<file path="src/rtl/collision_pkg.sv">
// Shared types and index helpers for the collision event unit.
// Pair index k encodes (src, tgt) as k = src*NUM_TGT + tgt.
package collision_pkg;

    localparam int DEF_NUM_SRC = 3;
    localparam int DEF_NUM_TGT = 4;
    localparam int DEF_FRAME_W = 4;

    function automatic int width_of(input int n);
        return (n > 1) ? $clog2(n) : 1;
    endfunction

    function automatic int pair_idx(input int src, input int tgt, input int num_tgt);
        return src * num_tgt + tgt;
    endfunction

    function automatic int pair_src(input int idx, input int num_tgt);
        return idx / num_tgt;
    endfunction

    function automatic int pair_tgt(input int idx, input int num_tgt);
        return idx % num_tgt;
    endfunction

    // Event record for the default game configuration.
    typedef struct packed {
        logic [width_of(DEF_NUM_SRC)-1:0] src;
        logic [width_of(DEF_NUM_TGT)-1:0] tgt;
        logic [DEF_FRAME_W-1:0]           frame;
    } evt_t;

endpackage

</file>
<file path="src/rtl/collision_event_unit_fifo.sv">
// Synchronous FIFO with valid/ready on both sides and an occupancy count.
// A push into a full FIFO is accepted when a pop happens in the same cycle.
module sync_fifo #(
    parameter int WIDTH = 8,
    parameter int DEPTH = 8
) (
    input  logic                     clk,
    input  logic                     resetN,
    input  logic                     in_valid,
    output logic                     in_ready,
    input  logic [WIDTH-1:0]         in_data,
    output logic                     out_valid,
    input  logic                     out_ready,
    output logic [WIDTH-1:0]         out_data,
    output logic [$clog2(DEPTH):0]   count
);

    localparam int PTR_W = $clog2(DEPTH);
    localparam int CNT_W = PTR_W + 1;

    logic [WIDTH-1:0] mem [DEPTH];
    logic [PTR_W-1:0] rd_ptr;
    logic [PTR_W-1:0] wr_ptr;
    logic             push;
    logic             pop;

    // Transfer on either side happens exactly when valid & ready at the clock edge.
    assign out_valid = (count != '0);
    assign pop       = out_valid & out_ready;
    assign in_ready  = (count != CNT_W'(DEPTH)) | pop;
    assign push      = in_valid & in_ready;
    assign out_data  = out_valid ? mem[rd_ptr] : '0;

    always_ff @(posedge clk) begin
        if (push) begin
            mem[wr_ptr] <= in_data;
        end
    end

    always_ff @(posedge clk) begin
        if (!resetN) begin
            rd_ptr <= '0;
            wr_ptr <= '0;
            count  <= '0;
        end else begin
            if (push) wr_ptr <= wr_ptr + 1'b1;
            if (pop)  rd_ptr <= rd_ptr + 1'b1;
            case ({push, pop})
                2'b10:   count <= count + 1'b1;
                2'b01:   count <= count - 1'b1;
                default: count <= count;
            endcase
        end
    end

endmodule

</file>
<file path="src/rtl/collision_event_unit.sv">
// Shot/target collision detector: one hit per pair per frame, pulses, frame snapshot,
// and a queue of encoded hit events drained lowest pair index first.
module collision_event_unit
    import collision_pkg::*;
#(
    parameter int NUM_SRC    = 3,
    parameter int NUM_TGT    = 4,
    parameter int FIFO_DEPTH = 8,
    parameter int FRAME_W    = 4
) (
    input  logic                            clk,
    input  logic                            resetN,
    input  logic                            startOfFrame,
    input  logic                            enable,
    input  logic [NUM_SRC-1:0]              drawing_request_src,
    input  logic [NUM_TGT-1:0]              drawing_request_tgt,
    output logic [NUM_SRC*NUM_TGT-1:0]      hit_pulse,
    output logic [NUM_SRC-1:0]              src_hit_pulse,
    output logic [NUM_SRC*NUM_TGT-1:0]      frame_hits,
    output logic                            evt_valid,
    input  logic                            evt_ready,
    output logic [width_of(NUM_SRC)-1:0]    evt_src,
    output logic [width_of(NUM_TGT)-1:0]    evt_tgt,
    output logic [FRAME_W-1:0]              evt_frame,
    output logic [$clog2(FIFO_DEPTH):0]     fifo_count,
    output logic [7:0]                      drop_cnt
);

    localparam int NP    = NUM_SRC * NUM_TGT;
    localparam int SRC_W = width_of(NUM_SRC);
    localparam int TGT_W = width_of(NUM_TGT);
    localparam int IDX_W = width_of(NP);
    localparam int ADD_W = $clog2(NP + 1);

    typedef struct packed {
        logic [SRC_W-1:0]   src;
        logic [TGT_W-1:0]   tgt;
        logic [FRAME_W-1:0] frame;
    } event_t;

    logic [NP-1:0]      overlap, seen, first, pending, grant_vec, coalesced;
    logic [NUM_SRC-1:0] src_any;
    logic [FRAME_W-1:0] frame_cnt;
    logic [IDX_W-1:0]   grant_idx;
    logic [ADD_W-1:0]   drop_add;
    logic [8:0]         drop_sum;
    logic               fifo_in_ready, push;
    event_t             wr_evt, head_evt;

    always_comb begin
        overlap = '0;
        src_any = '0;
        for (int i = 0; i < NUM_SRC; i++) begin
            for (int j = 0; j < NUM_TGT; j++) begin
                overlap[pair_idx(i, j, NUM_TGT)] = enable & drawing_request_src[i] & drawing_request_tgt[j];
            end
        end
        // In a startOfFrame cycle the old frame's history no longer masks hits.
        first = startOfFrame ? overlap : (overlap & ~seen);
        for (int i = 0; i < NUM_SRC; i++) begin
            src_any[i] = |first[i*NUM_TGT +: NUM_TGT];
        end
    end

    always_comb begin
        grant_vec = pending & (~pending + 1'b1);
        grant_idx = '0;
        for (int k = NP - 1; k >= 0; k--) begin
            if (pending[k]) grant_idx = IDX_W'(k);
        end
        push = (pending != '0) & fifo_in_ready;
        wr_evt.src   = SRC_W'(pair_src(int'(grant_idx), NUM_TGT));
        wr_evt.tgt   = TGT_W'(pair_tgt(int'(grant_idx), NUM_TGT));
        wr_evt.frame = frame_cnt;
    end

    always_comb begin
        coalesced = first & pending;
        drop_add  = '0;
        for (int k = 0; k < NP; k++) begin
            drop_add = drop_add + ADD_W'(coalesced[k]);
        end
        drop_sum = {1'b0, drop_cnt} + 9'(drop_add);
    end

    always_ff @(posedge clk) begin
        if (!resetN) begin
            seen          <= '0;
            pending       <= '0;
            hit_pulse     <= '0;
            src_hit_pulse <= '0;
            frame_hits    <= '0;
            frame_cnt     <= '0;
            drop_cnt      <= '0;
        end else begin
            seen          <= startOfFrame ? first : (seen | first);
            pending       <= (pending | first) & ~(push ? grant_vec : '0);
            hit_pulse     <= first;
            src_hit_pulse <= src_any;
            drop_cnt      <= drop_sum[8] ? 8'hFF : drop_sum[7:0];
            if (startOfFrame) begin
                frame_hits <= seen;
                frame_cnt  <= frame_cnt + 1'b1;
            end
        end
    end

    sync_fifo #(
        .WIDTH ($bits(event_t)),
        .DEPTH (FIFO_DEPTH)
    ) u_fifo (
        .clk       (clk),
        .resetN    (resetN),
        .in_valid  (push),
        .in_ready  (fifo_in_ready),
        .in_data   (wr_evt),
        .out_valid (evt_valid),
        .out_ready (evt_ready),
        .out_data  (head_evt),
        .count     (fifo_count)
    );

    assign evt_src   = head_evt.src;
    assign evt_tgt   = head_evt.tgt;
    assign evt_frame = head_evt.frame;

endmodule

</file>
<file path="config.mk">
export PLATFORM = sky130hd
export DESIGN_NAME = collision_event_unit
export DESIGN_NICKNAME = d
export VERILOG_FILES = /design/src/rtl/collision_pkg.sv /design/src/rtl/collision_event_unit_fifo.sv /design/src/rtl/collision_event_unit.sv
export SDC_FILE = /design/constraint.sdc
export NUM_CORES = 1
export LEC_CHECK = 0
export CORE_MARGIN = 10
export CORE_UTILIZATION = 35
export CTS_CLUSTER_DIAMETER = 60
export DETAILED_ROUTE_END_ITERATION = 10
export GPL_TIMING_DRIVEN = 1
export HOLD_SLACK_MARGIN = 0.02
export PLACE_DENSITY = 0.53
export SKIP_LAST_GASP = 1
export SYNTH_ARGS = -nofsm -noshare
export SYNTH_HDL_FRONTEND = slang
export SYNTH_HIERARCHICAL = 1
export SYNTH_SLANG_ARGS = --single-unit
</file>
<file path="constraint.sdc">
create_clock -name clk -period 7.2 [get_ports clk]
set_clock_uncertainty 0.05 [all_clocks]
set_input_delay 0.72 -clock clk [delete_from_list [all_inputs] [get_ports clk]]
set_output_delay 0.72 -clock clk [all_outputs]
set_load 0.03 [all_outputs]
</file>
; Word level (Yosys, flattened, before mapping)
; Memories as Yosys holds them, arrays and structs flattened. A register that Yosys moved wholly into a read port is not among the register bits.
; Cells that the tools add are included.
; Widths: inputs -> output; s select.
[totals]
mem_bits_ro = 0
mem_bits_rw = 64
word_cells = 88
reg_bits = 73
mem_count = 1
output_inout_bits = 48
latchBits = 0
input_bits = 12
[op_classes]
n_addsub = 18
order_cmp = 0
multipliers = 0
n_reduce_logical = 6
shift = 0
n_div = 0
n_eq_ne = 3
n_mux = 22
bitwise = 28
[mem_list]
columns = memory, depth, word_bits, read_ports, rd_clocked_by_memory_dff, write_ports, line
row1 = u_fifo.mem, 8, 8, 1, 1, 1, collision_event_unit_fifo.sv:21  ; logic [WIDTH-1:0] mem [DEPTH];
[ops]
columns = cell, n
row1 = $and 12x12->12, 4
row2 = $mux 4, 12
row3 = $mux 12, 3
row4 = $not 12->12, 3
row5 = $add 4x1->4, 8
row6 = $or 12x12->12, 2
row7 = $and 1x1->1, 18
row8 = $mux 8, 2
row9 = $add 12x1->12 const B, 1
row10 = $reduce_bool 12->1, 1
row11 = $reduce_or 4->1, 3
row12 = $add 8x4->9, 1
row13 = $add 4x1->4 const B, 2
row14 = $pmux 4 s2, 1
row15 = $add 3x1->3 const B, 2
row16 = $mux 3, 2
row17 = $add 3x1->4, 1
row18 = $ne 4x4->1 const B, 1
row19 = $reduce_bool 4->1, 1
row20 = $sub 4x1->4 const B, 1
row21 = $add 2x1->3, 1
row22 = $add 1x1->2, 1
row23 = $eq 2x1->1 const B, 1
row24 = $eq 2x2->1 const B, 1
row25 = other kinds (3), 4

; Depth between registers and ports, before layout
[logic_depth]
depth_word = 18
mapped_depth = 17
mapped_depth_nobuf = 15

; By module
; The synthesis kept the hierarchy.
[modules_own_cells]
columns = module, cells_per_inst, instances, seq_area_each_um2, area_each_um2
row1 = sync_fifo, 189, 1, 2182.1, 3215.6
row2 = collision_event_unit, 301, 1, 1261.2, 2924.1

; Worst setup path after synthesis
; Ideal clock, no wire load.
[synth_path]
path_type = input port to flip-flop
start = input port startOfFrame
end = register drop_cnt[5]
cell_stages = 17
t_arrival_ps = 5097
setup_slack_ps = 1939
setup_ps = 115
n_path_buf = 2
t_required_ps = 7035
path_cell_list = buf_2 -> inv_2 -> buf_4 -> a21oi_1 -> and2_1 -> fa_1 -> inv_1 -> fa_1 -> fa_1 -> inv_1 -> fa_1 -> fa_1 -> fa_1 -> a211oi_1 -> nor2_1 -> o21ba_2 -> o21a_1
[synth_between]
elab_chain_len = 15
[synth_rtl]
columns = element, line
row1 = start: declaration, collision_event_unit.sv:13  ; input logic startOfFrame,
row2 = $mux 12 *, collision_event_unit.sv:59  ; first = startOfFrame ? overlap : (overlap & ~seen);
row3 = $and 12x12->12 *, collision_event_unit.sv:78  ; coalesced = first & pending;
row4 = $add 1x1->2, collision_event_unit.sv:81  ; drop_add = drop_add + ADD_W'(coalesced[k]);
row5 = $add 2x1->3, collision_event_unit.sv:81
row6 = $add 3x1->4, collision_event_unit.sv:81
row7 = $add 4x1->4 (7 in a row), collision_event_unit.sv:81
row8 = $add 4x1->4 *, collision_event_unit.sv:81
row9 = $add 8x4->9 *, collision_event_unit.sv:83  ; drop_sum = {1'b0, drop_cnt} + 9'(drop_add);
row10 = $mux 8 *, collision_event_unit.sv:100  ; drop_cnt <= drop_sum[8] ? 8'hFF : drop_sum[7:0];
row11 = end signal: assignment, collision_event_unit.sv:100
row12 = end: declaration, collision_event_unit.sv:26  ; output logic [7:0] drop_cnt
; Mark *: on every way between the ends. The rest lies on a longest branch, timed or not.
; A chain may end at the register's enable or synchronous reset.

; Worst setup path in the final report
[layout_path]
start = input port enable
end = register drop_cnt[5]
[layout_between]
elab_chain_len = 18
elab_cells_between_ends = 31
classes_between = add/sub: 12 / mux: 2 / bitwise: 17
[layout_rtl]
columns = element, line
row1 = start: declaration, collision_event_unit.sv:14  ; input logic enable,
row2 = $and 1x1->1 (2 in a row), collision_event_unit.sv:55  ; overlap[pair_idx(i, j, NUM_TGT)] = enable & drawing_request_src[i] & drawing_request_tgt[j];
row3 = $and 12x12->12, collision_event_unit.sv:59
row4 = $mux 12 *, collision_event_unit.sv:59
row5 = $and 12x12->12 *, collision_event_unit.sv:78
row6 = $add 1x1->2, collision_event_unit.sv:81
row7 = $add 2x1->3, collision_event_unit.sv:81
row8 = $add 3x1->4, collision_event_unit.sv:81
row9 = $add 4x1->4 (7 in a row), collision_event_unit.sv:81
row10 = $add 4x1->4 *, collision_event_unit.sv:81
row11 = $add 8x4->9 *, collision_event_unit.sv:83
row12 = $mux 8 *, collision_event_unit.sv:100
; Marked as above.

==> summary.md <==
| Metric | Value |
|---|---|
| Worst Tran Pin Value | `slightly below 1 ns` |
| Routed via count | `about 3,900` |
| Layout Area Growth over Synthesis | `21.4%` |
| Syn nets | `approximately 530` |
| NetSw | `between 700 and 800 uW` |
| Max Cap Viol | `0` |
| Top cell type's share of synthesized area | `between 30% and 40%` |
| Cell family with most CP delay | `adder cells` |
| Crit. End Element | `register` |
| FP Rows | `48` |
| Syn Std Cell Area | `0.00614 mm2` |
| Root buffer cell | `clkbuf_16` |
| Routed wire per std cell | `17.4 um` |
| Leading area contributor after synthesis | `edfxtp_1` |
| Net Sw Frac | `a little under a third` |
| CTS resizes | `0` |
| Cells after Synth | `490` |
| Slowest CP cell | `clkdlybuf4s50_1` |
| Startpoint Class | `input port` |
| Non-Filler Instances | `roughly 790` |
| Antenna violations before repair | `0` |
| Placed Cells | `753` |
| Critical Path RT | `roughly 7.5 ns` |
| Top cells by count, synth | `76 x dfxtp_1, 64 x edfxtp_1, 30 x nor2_1` |
| Synth async-reset ratio | `0%` |
| Share of cells above drive strength 1 | `a little under an eighth` |
| Top_reg_cell synth | `dfxtp_1` |
| HPWL after detailed placement | `~9400 um` |
| Post-CTS Repair Setup Buffers | `0` |
| Drt total wl | `between 10,000 and 15,000 um` |
| Top cells by area, synth | `edfxtp_1 31%, dfxtp_1 25%, mux4_2 5.9%, mux2i_1 3.6%, fa_1 2.9%` |
| Maximum resistive drop on vdd | `0.000197 V` |
| Die width | `152 um` |
| Final setup fails | `0` |
| GRT Total Usage | `a little under an eighth` |
| Placer Congestion | `between 0.8 and 0.9` |
| Number of port buffers | `just under 60` |
| Synth cell types | `60` |
| Die H | `approximately 150 um` |
| CTS sink count | `between 100 and 150` |
| Clock network fraction of total power | `a little under a third` |
| Die footprint | `about 0.023 mm2` |
| Logic pwr share | `between 20% and 30%` |
| Int Pwr | `about 1.7 mW` |
| Worst path arrival time | `5.87 ns` |
| P_leak | `around 2.8 nW` |
| Max stage delay on crit path | `around 0.71 ns` |
| Via/cell ratio | `around 5.0` |
| TritonCTS clock tree | `built` |
| WP depth | `16` |
| CP dominant cell by count | `fa_1` |
| Clk_lat worst skew | `just over 0.4 ns` |
| Synth Warn # | `6` |
| Final Max Slew Viols | `0` |
| Total CTS buffers | `17` |
| 1st-pass router iterations | `4` |
| Sequential Power Share | `40.1%` |
| Status | `finished clean` |
| Syn_area_per_cell | `around 13 um2` |
| Crit path max fanout | `12` |
| Hold path cells | `2` |
| Initial DRC Count | `190` |
| Final period utilization | `~78%` |
| Final hold vios | `0` |
| Max-slew headroom | `about a third` |
| Crit path cell chain | `clkdlybuf4s50_1, nand3_1, a21oi_1, and2_1, fa_1, inv_1, fa_1, fa_1, inv_1, fa_1, fa_1, fa_1, a211oi_1, nor2_1, o21ba_2, o21a_1` |
| Fmax | `approximately 180 MHz` |
| WP buf/inv | `3` |
| DRC | `0` |
| Htree depth | `4` |
| Post-CTS Hold Fix Bufs | `0` |
| Initial Util | `a little over a third` |
| Ports | `60` |
| Final ANT Viol Nets | `0` |
| WS Path Type | `input port to register` |
| Minimum clock period | `around 5.6 ns` |
| Total grt overflow | `0` |
| Setup TNS | `0 ns` |
| Largest net degree at the start of global routing | `between 70 and 80` |
| Inserted Diodes | `0` |
| Min-Delay Path Class | `register to register` |
| Power density cells | `338 mW/mm2` |
| Fin Hold WS | `approximately 0.43 ns` |
| First-pass GRT wire length | `between 20,000 and 25,000 um` |
| Clk slew on worst S/H paths | `roughly 0.05 ns` |
| Post-synth EDFFs | `64` |
| RSZ-0062 raised after global routing | `false` |
| Synth Register Bits | `140` |
| Final-stage net count | `582` |
| Number of cells on the worst reg-to-reg path | `14` |
| Core Area | `about 0.017 mm2` |
| Sequential area share after synthesis | `56.1%` |
| Most frequent cell after synthesis | `dfxtp_1` |
| Vias in the first global route | `~4,000` |
| CTS max path bufs | `2` |
-- layout make-up --
cell class	instances	area [um2]
inverters	20	75.1
well taps	225	282
repair buffers	63	616
clock buffers	24	472
flip-flops and latches	140	3440
fillers	1595	9790
clock inverters	8	70.1
multi-input cells	305	2490
-- power by group through the flow --
stage | clock network [mW] | registers, mW | logic, mW
after floorplan | 0 | 1.02 | 0.491
after global placement | 0 | 1.02 | 0.706
after detailed placement | 0 | 1.03 | 0.718
after CTS | 0.823 | 1.01 | 0.720
after global routing | 0.856 | 1.02 | 0.766
final | 0.802 | 1.01 | 0.705
-- sequential cells by signal (all words and copies together) (netlist names), named ones only --
name	flops
src_hit_pulse	3
drop_cnt	8
frame_hits	12
u_fifo/count	4
u_fifo/rd_ptr	3
hit_pulse	12
pending	12
u_fifo/wr_ptr	3
frame_cnt	4
seen	12
u_fifo/mem	64
-- final timing paths --
path	start	endpoint	slack, ns
setup / recovery	enable	drop_cnt[5]	1.58
hold / removal	u_fifo/rd_ptr[1]	u_fifo/rd_ptr[1]	0.43
setup reg to reg	seen[4]	drop_cnt[5]	2.41
hold reg to reg	u_fifo/rd_ptr[1]	u_fifo/rd_ptr[1]	0.43
-- layer usage --
layer  up-vias  global-route usage [%]  part of all wire (%)
met5         -                       0                     0
met4         0                    4.27                   1.4
met3        20                    4.77                   6.3
met2        79                    19.7                    49
met1      1893                    13.6                    43
li1       1897                       -                     -
-- through the flow --
| step | setup slack (ns) | instance area (um2) | utilization, % | power [mW] |
|---|---|---|---|---|
| after floorplan | 1.94 | 6140 | - | 1.52 |
| after global placement | 1.29 | 6910 | 40.1 | 1.73 |
| after detailed placement | 1.19 | 6910 | 40.1 | 1.75 |
| after CTS | 1.61 | 7450 | 43.2 | 2.55 |
| after global routing | 1.26 | 7450 | 43.2 | 2.65 |
| final | 1.58 | 7450 | 43.2 | 2.52 |
-- worst min-delay path: cells and delay by family (launching register included) --
family | cells | cell delay [ns]
simple gates | 1 | 0.05
flops | 1 | 0.31
compound gates | 1 | 0.06
-- cells in the final DEF, fill, tap and decap left out, types with 4 or more instances in the layout --
cell             netlist  layout
a211oi_1               4       4
a21oi_1               19      19
clkbuf_1              10       5
nor2_1                30      30
clkinv_2               0       4
nand2_1               25      25
nand2b_1               5       5
mux2i_1               22      22
clkdlybuf4s50_1        0      58
a21boi_1               5       5
fa_1                   9       9
xor2_1                 7       7
inv_1                 18      18
o211a_1                6       6
ha_1                  14      14
nor2b_1               14      14
mux4_2                16      16
o21ai_0               11      11
buf_4                  3       4
clkbuf_16              0      17
edfxtp_1              64      64
nor3_2                 1       5
a21boi_0               7       7
o21a_1                 6       6
xnor2_1                5       5
nand3_1               24      24
nand4_1                7       7
and2_1                23      23
dfxtp_1               76      76
-- cells by family (layout without fill, tap and decap cells) --
| kind of cell | after synthesis | after routing | share of synthesized area, % |
|---|---|---|---|
| AOI/OAI and AO/OA | 80 | 80 | 9.60 |
| xor gates and xnor gates | 13 | 13 | 1.98 |
| adders and majority gates | 23 | 23 | 5.79 |
| buffers and inverters | 45 | 115 | 3.63 |
| DFF | 140 | 140 | 56.1 |
| muxes | 38 | 38 | 9.46 |
| and+or+nand+nor | 151 | 151 | 13.5 |
No activity file was read; power rests on OpenSTA's default activity.
